### config.mk
export PLATFORM = sky130hd
export DESIGN_NAME = cubic_seq_ctrl
export DESIGN_NICKNAME = d
export VERILOG_FILES = /design/src/rtl/cubic_pkg.sv /design/src/rtl/cubic_addr_gen.sv /design/src/rtl/cubic_seq_ctrl.sv
export SDC_FILE = /design/constraint.sdc
export NUM_CORES = 1
export LEC_CHECK = 0
export BUFFER_PORTS_ARGS = -buffer_cell sky130_fd_sc_hd__buf_2
export CORE_MARGIN = 1.5
export CORE_UTILIZATION = 30
export DETAILED_ROUTE_END_ITERATION = 6
export PLACE_DENSITY = 0.52
export SYNTH_ARGS = -nofsm -noshare
export SYNTH_HDL_FRONTEND = slang
export SYNTH_SLANG_ARGS = --single-unit
export TNS_END_PERCENT = 1
### constraint.sdc
create_clock -name clk -period 4.83 [get_ports clk]
set_clock_uncertainty 0.15 [all_clocks]
set_input_delay 0.483 -clock clk [delete_from_list [all_inputs] [get_ports clk]]
set_output_delay 0.483 -clock clk [all_outputs]
set_load 0.02 [all_outputs]
### src/rtl/cubic_pkg.sv
// Shared phase codes, state encoding and widths for the bicubic sequencer.
package cubic_pkg;

    localparam logic [2:0] CNT_MIX  = 3'd0;
    localparam logic [2:0] CNT_T0   = 3'd1;
    localparam logic [2:0] CNT_T1   = 3'd2;
    localparam logic [2:0] CNT_T2   = 3'd3;
    localparam logic [2:0] CNT_T3   = 3'd4;
    localparam logic [2:0] CNT_HOLD = 3'd5;

    localparam int WGT_W = 24;

    typedef enum logic [1:0] {
        S_IDLE,
        S_LOAD,
        S_TAP,
        S_MIX
    } state_t;

endpackage

### src/rtl/cubic_addr_gen.sv
// Running base/tap address accumulator; tap addresses are built by repeated
// stride addition so no multiplier is needed. Arithmetic wraps at 2^ADDR_W.
module cubic_addr_gen #(
    parameter int ADDR_W = 14
) (
    input  logic              clk,
    input  logic              rst,
    input  logic              load,
    input  logic [ADDR_W-1:0] src,
    input  logic [ADDR_W-1:0] tap_stride,
    input  logic [ADDR_W-1:0] out_stride,
    input  logic              next_tap,
    input  logic              next_out,
    output logic [ADDR_W-1:0] addr
);

    logic [ADDR_W-1:0] ts, os, base, tap, next_base;

    assign next_base = base + os;
    // While stepping to the next sample the fresh base is presented directly,
    // so the following sample's tap 0 read happens in the same cycle.
    assign addr = next_out ? next_base : tap;

    always_ff @(posedge clk or posedge rst) begin
        if (rst) begin
            ts   <= '0;
            os   <= '0;
            base <= '0;
            tap  <= '0;
        end else if (load) begin
            ts   <= tap_stride;
            os   <= out_stride;
            base <= src;
            tap  <= src;
        end else if (next_out) begin
            base <= next_base;
            tap  <= next_base + ts;
        end else if (next_tap) begin
            tap  <= tap + ts;
        end
    end

endmodule

### src/rtl/cubic_seq_ctrl.sv
// Sequencer that turns one start command into a run of bicubic samples,
// fetching four taps per sample and driving the Cubic_engine phase codes.
module cubic_seq_ctrl
    import cubic_pkg::*;
#(
    parameter int ADDR_W = 14,
    parameter int LEN_W  = 8
) (
    input  logic              clk,
    input  logic              rst,
    input  logic              start,
    input  logic [ADDR_W-1:0] src_addr,
    input  logic [ADDR_W-1:0] tap_stride,
    input  logic [ADDR_W-1:0] out_stride,
    input  logic [LEN_W-1:0]  num_out,
    input  logic [WGT_W-1:0]  wgt_in,
    output logic [LEN_W-1:0]  out_idx,
    output logic              mem_ren,
    output logic [ADDR_W-1:0] mem_addr,
    input  logic [7:0]        mem_rdata,
    output logic [2:0]        eng_cnt,
    output logic [WGT_W-1:0]  eng_x,
    output logic [7:0]        eng_p,
    input  logic [7:0]        eng_out,
    output logic              res_valid,
    output logic [7:0]        res_data,
    output logic [LEN_W-1:0]  res_idx,
    output logic              busy,
    output logic              done
);

    state_t            state, state_n;
    logic [2:0]        cnt, cnt_n;
    logic [LEN_W-1:0]  idx, idx_n, num, res_idx_n;
    logic              res_valid_n, done_n, tail, tail_n;
    logic              load, next_tap, next_out;
    logic [ADDR_W-1:0] addr;
    logic [LEN_W:0]    idx_inc;
    logic              more;

    assign idx_inc = {1'b0, idx} + {{LEN_W{1'b0}}, 1'b1};
    assign more    = idx_inc < {1'b0, num};

    cubic_addr_gen #(.ADDR_W(ADDR_W)) u_addr (
        .clk        (clk),
        .rst        (rst),
        .load       (load),
        .src        (src_addr),
        .tap_stride (tap_stride),
        .out_stride (out_stride),
        .next_tap   (next_tap),
        .next_out   (next_out),
        .addr       (addr)
    );

    always_ff @(posedge clk or posedge rst) begin
        if (rst) begin
            state     <= S_IDLE;
            cnt       <= '0;
            idx       <= '0;
            num       <= '0;
            res_valid <= 1'b0;
            res_idx   <= '0;
            done      <= 1'b0;
            tail      <= 1'b0;
        end else begin
            state     <= state_n;
            cnt       <= cnt_n;
            idx       <= idx_n;
            res_valid <= res_valid_n;
            res_idx   <= res_idx_n;
            done      <= done_n;
            tail      <= tail_n;
            if (load) num <= num_out;
        end
    end

    always_comb begin
        state_n     = state;
        cnt_n       = cnt;
        idx_n       = idx;
        res_valid_n = 1'b0;
        res_idx_n   = res_idx;
        done_n      = 1'b0;
        tail_n      = 1'b0;
        load        = 1'b0;
        next_tap    = 1'b0;
        next_out    = 1'b0;
        mem_ren     = 1'b0;
        eng_cnt     = CNT_HOLD;
        eng_x       = '0;
        eng_p       = '0;
        out_idx     = '0;
        unique case (state)
            S_IDLE: begin
                // tail marks the done cycle of a real run, where start is ignored
                if (start && !tail) begin
                    if (num_out != '0) begin
                        state_n = S_LOAD;
                        idx_n   = '0;
                        load    = 1'b1;
                    end else begin
                        done_n  = 1'b1;
                    end
                end
            end
            S_LOAD: begin
                eng_cnt  = CNT_MIX;
                eng_x    = wgt_in;
                out_idx  = idx;
                mem_ren  = 1'b1;
                next_tap = 1'b1;
                state_n  = S_TAP;
                cnt_n    = CNT_T0;
            end
            S_TAP: begin
                eng_cnt = cnt;
                eng_p   = mem_rdata;
                if (cnt != CNT_T3) begin
                    mem_ren  = 1'b1;
                    next_tap = 1'b1;
                    cnt_n    = cnt + 3'd1;
                end else begin
                    state_n  = S_MIX;
                end
            end
            S_MIX: begin
                eng_cnt     = CNT_MIX;
                next_out    = 1'b1;
                res_valid_n = 1'b1;
                res_idx_n   = idx;
                if (more) begin
                    eng_x   = wgt_in;
                    out_idx = idx_inc[LEN_W-1:0];
                    mem_ren = 1'b1;
                    idx_n   = idx_inc[LEN_W-1:0];
                    state_n = S_TAP;
                    cnt_n   = CNT_T0;
                end else begin
                    done_n  = 1'b1;
                    tail_n  = 1'b1;
                    state_n = S_IDLE;
                end
            end
            default: state_n = S_IDLE;
        endcase
    end

    assign mem_addr = mem_ren ? addr : '0;
    assign res_data = res_valid ? eng_out : 8'd0;
    assign busy     = (state != S_IDLE) || tail;

endmodule

* Word level (Yosys, flattened, before mapping)
Index checks and enable logic that the tools add are counted.
** Word-level totals
- Word-level logic and storage cells :: 80
- Output and inout port bits :: 77
- Bits in registers :: 88
** Cells by class
- $add $sub $neg :: 5
- $lt $le $gt $ge :: 1
- Reduce and logical (&&, ||, !) cells :: 14
- Mux-type cells :: 39
- Equal/unequal tests :: 9
** Operator list (number)
- 2-to-1 mux 14 bit :: 7
- 2-to-1 mux 8 bit :: 6
- one-hot mux 24 bit (2 select lines) :: 1
- adder 14 bit :: 3
- one-hot mux 8 bit (2 select lines) :: 2
- 2-to-1 mux 24 bit :: 1
- 2-to-1 mux 1 bit :: 10
- != test 2 bit, second input constant :: 5
- adder 8 x 1 -> 9 bit, second input constant :: 1
- < comparator 9 x 8 -> 1 bit :: 1
- one-hot mux 3 bit (3 select lines) :: 1
- 2-to-1 mux 2 bit :: 4
- one-hot mux 2 bit (4 select lines) :: 1
- nonzero test 8 bit :: 1
- 2-to-1 mux 3 bit :: 2
- one-hot mux 3 bit (2 select lines) :: 1
- AND reduction 3 bit :: 2
- nonzero test 2 bit :: 3
- nonzero test 3 bit :: 2
- == test 2 bit, second input constant :: 2
- one-hot mux 1 bit (2 select lines) :: 2
- AND reduction 4 bit :: 1
- adder 3 x 1 -> 3 bit, second input constant :: 1
- != test 3 bit, second input constant :: 1
- other kinds (7) :: 7

* Logic depth before layout (Yosys ltp)
- Depth after elaboration :: 6
- Gate-level depth with buffers :: 20
- Depth with buffers taken out :: 20

* Hierarchy
A second synthesis with hierarchy kept.
** Second synthesis, totals
- Cells, all modules :: 651
- Area, all modules :: 5921.9 um^2
** Modules (own cells, without submodules)
- cubic_addr_gen :: instances 1, area each 3582.2 um^2, seq. area each 1401.3 um^2, cells an instance 382
- cubic_seq_ctrl :: instances 1, area each 2339.7 um^2, seq. area each 800.8 um^2, cells an instance 269

* Least setup slack after synthesis
Ideal clock, no wire load.
- Path kind :: register to register
- Start point :: register u_addr.base[0]
- End point :: register u_addr.tap[13]
- Data arrival time :: 3.625 ns
- Path buffers :: 0
- Setup time :: 0.104 ns
- Slack :: 0.951 ns
- Cell stages (with the launch flop) :: 21
- Period minus slack after synthesis :: 3.879 ns
- Cells stage by stage :: dfrtp_1 > ha_1 > inv_1 > fa_1 > nor2b_1 > o21ai_0 > a21boi_0 > o21ai_0 > nor2b_1 > xnor2_1 > nand2_1 > nand2_1 > ha_1 > a21o_1 > a21oi_1 > or3b_1 > a31oi_1 > a21oi_1 > a31oi_1 > xor2_1 > o311ai_1
** On the way
- Cells in the longest elaborated chain, start to end :: 4
** Ends and longest elaborated chain
- start: declaration :: line cubic_addr_gen.sv:17 : logic [ADDR_W-1:0] ts, os, base, tap, next_base;
- start signal: assignment :: line cubic_addr_gen.sv:33 : base <= src;
- start signal: assignment :: line cubic_addr_gen.sv:36 : base <= next_base;
- adder 14 bit :: line cubic_addr_gen.sv:19 : assign next_base = base + os;
- adder 14 bit :: line cubic_addr_gen.sv:37 : tap <= next_base + ts;
- 2-to-1 mux 14 bit :: line cubic_addr_gen.sv:35 : end else if (next_out) begin
- 2-to-1 mux 14 bit :: line cubic_addr_gen.sv:30 : end else if (load) begin
- end signal: assignment :: line cubic_addr_gen.sv:34 : tap <= src;
- end signal: assignment :: line cubic_addr_gen.sv:37
- end signal: assignment :: line cubic_addr_gen.sv:39 : tap <= tap + ts;
- end: declaration :: line cubic_addr_gen.sv:17
No other way between the ends.
A chain may end at the register's enable or synchronous reset.

* Worst setup path in the final report
- Start point :: register idx[0]
- End point :: output port mem_addr[12]
** On the way
- Cells in the longest elaborated chain, start to end :: 5
** Ends and longest elaborated chain
- start: declaration :: line cubic_seq_ctrl.sv:34 : logic [LEN_W-1:0] idx, idx_n, num, res_idx_n;
- start signal: assignment :: line cubic_seq_ctrl.sv:69 : idx <= idx_n;
- adder 8 x 1 -> 9 bit :: line cubic_seq_ctrl.sv:41 : assign idx_inc = {1'b0, idx} + {{LEN_W{1'b0}}, 1'b1};
- < comparator 9 x 8 -> 1 bit :: line cubic_seq_ctrl.sv:42 : assign more = idx_inc < {1'b0, num};
- 2-to-1 mux 1 bit :: line cubic_seq_ctrl.sv:132 : if (more) begin
- one-hot mux 1 bit (3 select lines) :: line cubic_seq_ctrl.sv:94 : unique case (state)
- 2-to-1 mux 14 bit :: line cubic_seq_ctrl.sv:149 : assign mem_addr = mem_ren ? addr : '0;
- end: declaration :: line cubic_seq_ctrl.sv:19 : output logic [ADDR_W-1:0] mem_addr,
No other way between the ends.

==> metrics.txt <==
result of the run finished clean; path category of the worst min-delay check input port to async pin; headroom to the max-slew limit 0.449; Lkg Pwr 3.69 nW; number of setup buffers added after CTS 0; vias after detailed routing 5301; fraction of final layout cells with drive strength greater than 1 0.260; Yosys Warn Count 0; final slew viol count 0; cell area after technology mapping 5820 um^2; top post-synthesis cells by area sky130_fd_sc_hd__dfrtp_1 38%, sky130_fd_sc_hd__nand2_1 9.5%, sky130_fd_sc_hd__ha_1 9.2%; per-instance average area after synthesis 8.39 um^2; path type of the worst setup path flop to output port; r2r worst-path depth 20; setup repair after global routing missed its margin false; R2R Path End u_addr.tap[13]; number of distinct library cells after synthesis 61; cell taking the most area after synthesis sky130_fd_sc_hd__dfrtp_1; switching power share of the total 0.486; power per unit of standard cell area 809 nW/um^2; Finish-stage setup viols 0; clock root cell sky130_fd_sc_hd__clkbuf_16; GR Overflow Total 0; reg-to-reg slack, setup 530 ps; DRC violations left 0; Total Power Consumption 5.83 mW; count of routing violations after the opening detailed-route iteration 261; average wire per standard cell 15.7 um; Synthesized Nets 831; Die Height 142 um; area enclosed by the die boundary 20200 um^2; Total Nets Final 979; area share of the largest cell type after synthesis 0.379; IO Count 170; worst setup path startpoint idx[0]; startpoint of the lowest-slack register-to-register path u_addr.base[0]; maximum clock frequency 0.220 GHz; Routed Antenna Nets 0; HPWL Detailed 13300 um; share of synthesized area occupied by flip-flops and latches 0.379; area after detailed placement 6880 um^2; Internal Dissipation 3.00 mW; WL final 17400 um; instance count of the mapped netlist 693; clock network power share 0.131; area of the placeable core 18800 um^2; shortest clock period the worst path allows after layout 4550 ps; number of input and output port buffers inserted 169; largest net degree at the start of global routing 52; Rows 50; actual transition at the worst max-transition pin 826 ps; number of antenna violations at the first check in global routing 0; overall track demand over capacity in global routing 0.175; proportion of power drawn by combinational gates 0.651; NetSw 2.84 mW; Post-synth EDFFs 0; crit share post-route 0.942; gpl congestion 0.844; arrival time of the worst setup path 3920 ps; first-pass GRT wire length 27000 um; startpoint type of the worst setup path flop; fraction of power consumed by sequential logic 0.218; clock latency reported for the late side of the worst-skew pair 350 ps; final design utilization 0.383; maximum fanout encountered on the critical timing path 16; maximum level of the CTS H-tree 3; VDD IR-drop max 0.000311 V; CTS Buf Count 9; synthesis-stage register bit count 88; CTS tree yes; share of flip-flops with an asynchronous set or reset 1.00; Setup crit end kind output port; die width 142 um; number of detailed-routing iterations run before antenna repair 5; Layout Cells excl Fill 1106; destination of the critical timing path mem_addr[12]; clock slew seen by the registers of the worst setup and hold paths 70 ps; vias in the first global route 5009; most frequently used flop master after synthesis sky130_fd_sc_hd__dfrtp_1; number of violations of the max-capacitance limit 0; maximum count of clock buffers along a single path 2; worst path required time 4200 ps; synth-to-layout area growth 24.0%; starting density of the core 0.309; final hold vios 0; routed vias/inst 4.79; final-layout setup total negative slack 0 ps; number of inserted diodes 0; number of cells in the design after placement 1090; Num Clock Sinks 88; area of all placed cells without fillers 7220 um^2
## cell usage after synthesis (6+ instances only)
library cell                 n
sky130_fd_sc_hd__o21a_1      8
sky130_fd_sc_hd__xor2_1      9
sky130_fd_sc_hd__nand3_1    17
sky130_fd_sc_hd__nand2_1   147
sky130_fd_sc_hd__mux2_2      8
sky130_fd_sc_hd__dfrtp_1    88
sky130_fd_sc_hd__nor3_1      6
sky130_fd_sc_hd__and3_1      6
sky130_fd_sc_hd__a21oi_1    64
sky130_fd_sc_hd__nor2_1     26
sky130_fd_sc_hd__clkbuf_1   31
sky130_fd_sc_hd__o21ai_0    42
sky130_fd_sc_hd__inv_1      31
sky130_fd_sc_hd__xnor2_1    18
sky130_fd_sc_hd__a31oi_1    11
sky130_fd_sc_hd__and2_1     18
sky130_fd_sc_hd__nor2b_1    28
sky130_fd_sc_hd__a21o_1      9
sky130_fd_sc_hd__ha_1       43
## power by group through the flow
stage,clock (mW),sequential [mW],combinational [mW]
after floorplan,0,1.21,2.90
after global placement,0,1.28,3.81
after detailed placement,0,1.28,3.81
after CTS,0.792,1.27,3.84
after global routing,0.821,1.31,4.30
final,0.764,1.27,3.80
## critical path: stages, from the launching register on
cell                      delay (ps)
sky130_fd_sc_hd__dfrtp_1         530
sky130_fd_sc_hd__ha_1            350
sky130_fd_sc_hd__nand3_1         200
sky130_fd_sc_hd__xnor2_1         170
sky130_fd_sc_hd__ha_1            290
sky130_fd_sc_hd__a21o_1          180
sky130_fd_sc_hd__a21o_1          180
sky130_fd_sc_hd__a311o_1         480
sky130_fd_sc_hd__nor2_4          450
sky130_fd_sc_hd__o22ai_4         240
sky130_fd_sc_hd__a21oi_1         270
sky130_fd_sc_hd__buf_2           210
## cell usage in the layout (no fill, tap or decap), types with 4 or more instances in the layout
cell                        netlist  layout
sky130_fd_sc_hd__a21o_1           9       9
sky130_fd_sc_hd__a21oi_1         64      64
sky130_fd_sc_hd__a22o_1           4       4
sky130_fd_sc_hd__a31oi_1         11      11
sky130_fd_sc_hd__and2_1          18      17
sky130_fd_sc_hd__and3_1           6       6
sky130_fd_sc_hd__buf_2            2     169
sky130_fd_sc_hd__buf_4            2       7
sky130_fd_sc_hd__clkbuf_16        0       9
sky130_fd_sc_hd__dfrtp_1         88      88
sky130_fd_sc_hd__ha_1            43      42
sky130_fd_sc_hd__inv_1           31      30
sky130_fd_sc_hd__mux2_2           8       8
sky130_fd_sc_hd__mux2i_1          5       5
sky130_fd_sc_hd__nand2_1        147     146
sky130_fd_sc_hd__nand2b_1         5       5
sky130_fd_sc_hd__nand3_1         17      17
sky130_fd_sc_hd__nor2_1          26      26
sky130_fd_sc_hd__nor2b_1         28      28
sky130_fd_sc_hd__nor3_1           6       6
sky130_fd_sc_hd__o211ai_1         4       4
sky130_fd_sc_hd__o21a_1           8       8
sky130_fd_sc_hd__o21ai_0         42      42
sky130_fd_sc_hd__o221a_2          5       5
sky130_fd_sc_hd__o31ai_1          4       4
sky130_fd_sc_hd__xnor2_1         18      18
sky130_fd_sc_hd__xor2_1           9       9
## registers in the layout (all words and copies together) (netlist names)
name and count:
cnt 3, idx 8, num 8, u_addr.os 14, res_idx 8, tail 1
state 2, u_addr.base 14, u_addr.tap 14, done 1, u_addr.ts 14, res_valid 1
## layer usage
| layer | share of wire | vias up | wire (um) | GRT usage |
|---|---|---|---|---|
| met2 | 0.49 | 178 | 8580 | 0.314 |
| met4 | 0.0079 | 0 | 138 | 0.0374 |
| met3 | 0.055 | 11 | 962 | 0.0306 |
| met1 | 0.44 | 2438 | 7730 | 0.221 |
| met5 | 0 | - | 0 | 0 |
| li1 | - | 2674 | - | - |
## per-stage QoR
step                hold slack (ps)  setup WS [ps]
floorplan                       300            951
global placement                322            595
detailed placement              320            532
CTS                             102            140
global route                    132           61.7
finish                         85.3            282
## cells by family after synthesis
kind of cell | synth area share
simple gates | 0.219
compound gates | 0.190
flops | 0.379
buf+inv | 0.0482
fa+ha+maj | 0.0994
xor+xnor | 0.0407
mux | 0.0241
## worst min-delay path by stage
stage            startpoint           end  slack (ps)  cells past startpoint
5_1_grt                 rst          done         130                      2
6_report                rst          done          90                      2
3_5_place_dp   u_addr.os[9]  u_addr.os[9]         320                      2
3_3_place_gp   u_addr.os[9]  u_addr.os[9]         320                      2
2_1_floorplan  u_addr.os[0]  u_addr.os[0]         300                      2
4_1_cts                 rst          done         100                      2
## area by class of cell
class / count / area [um^2]
Clock buffer: 9 / 225
Clock inverter: 7 / 93.8
Fill cell: 1960 / 11600
Inverter: 31 / 118
Multi-Input combinational cell: 535 / 3350
Sequential cell: 88 / 2200
Tap cell: 260 / 325
Timing Repair Buffer: 176 / 898
## what timing repair did
item,CTS,global route
hold buffers,0,0
gates resized for setup,0,2
endpoints found under the setup margin,0,24
Power figures use the tool's default switching activity.
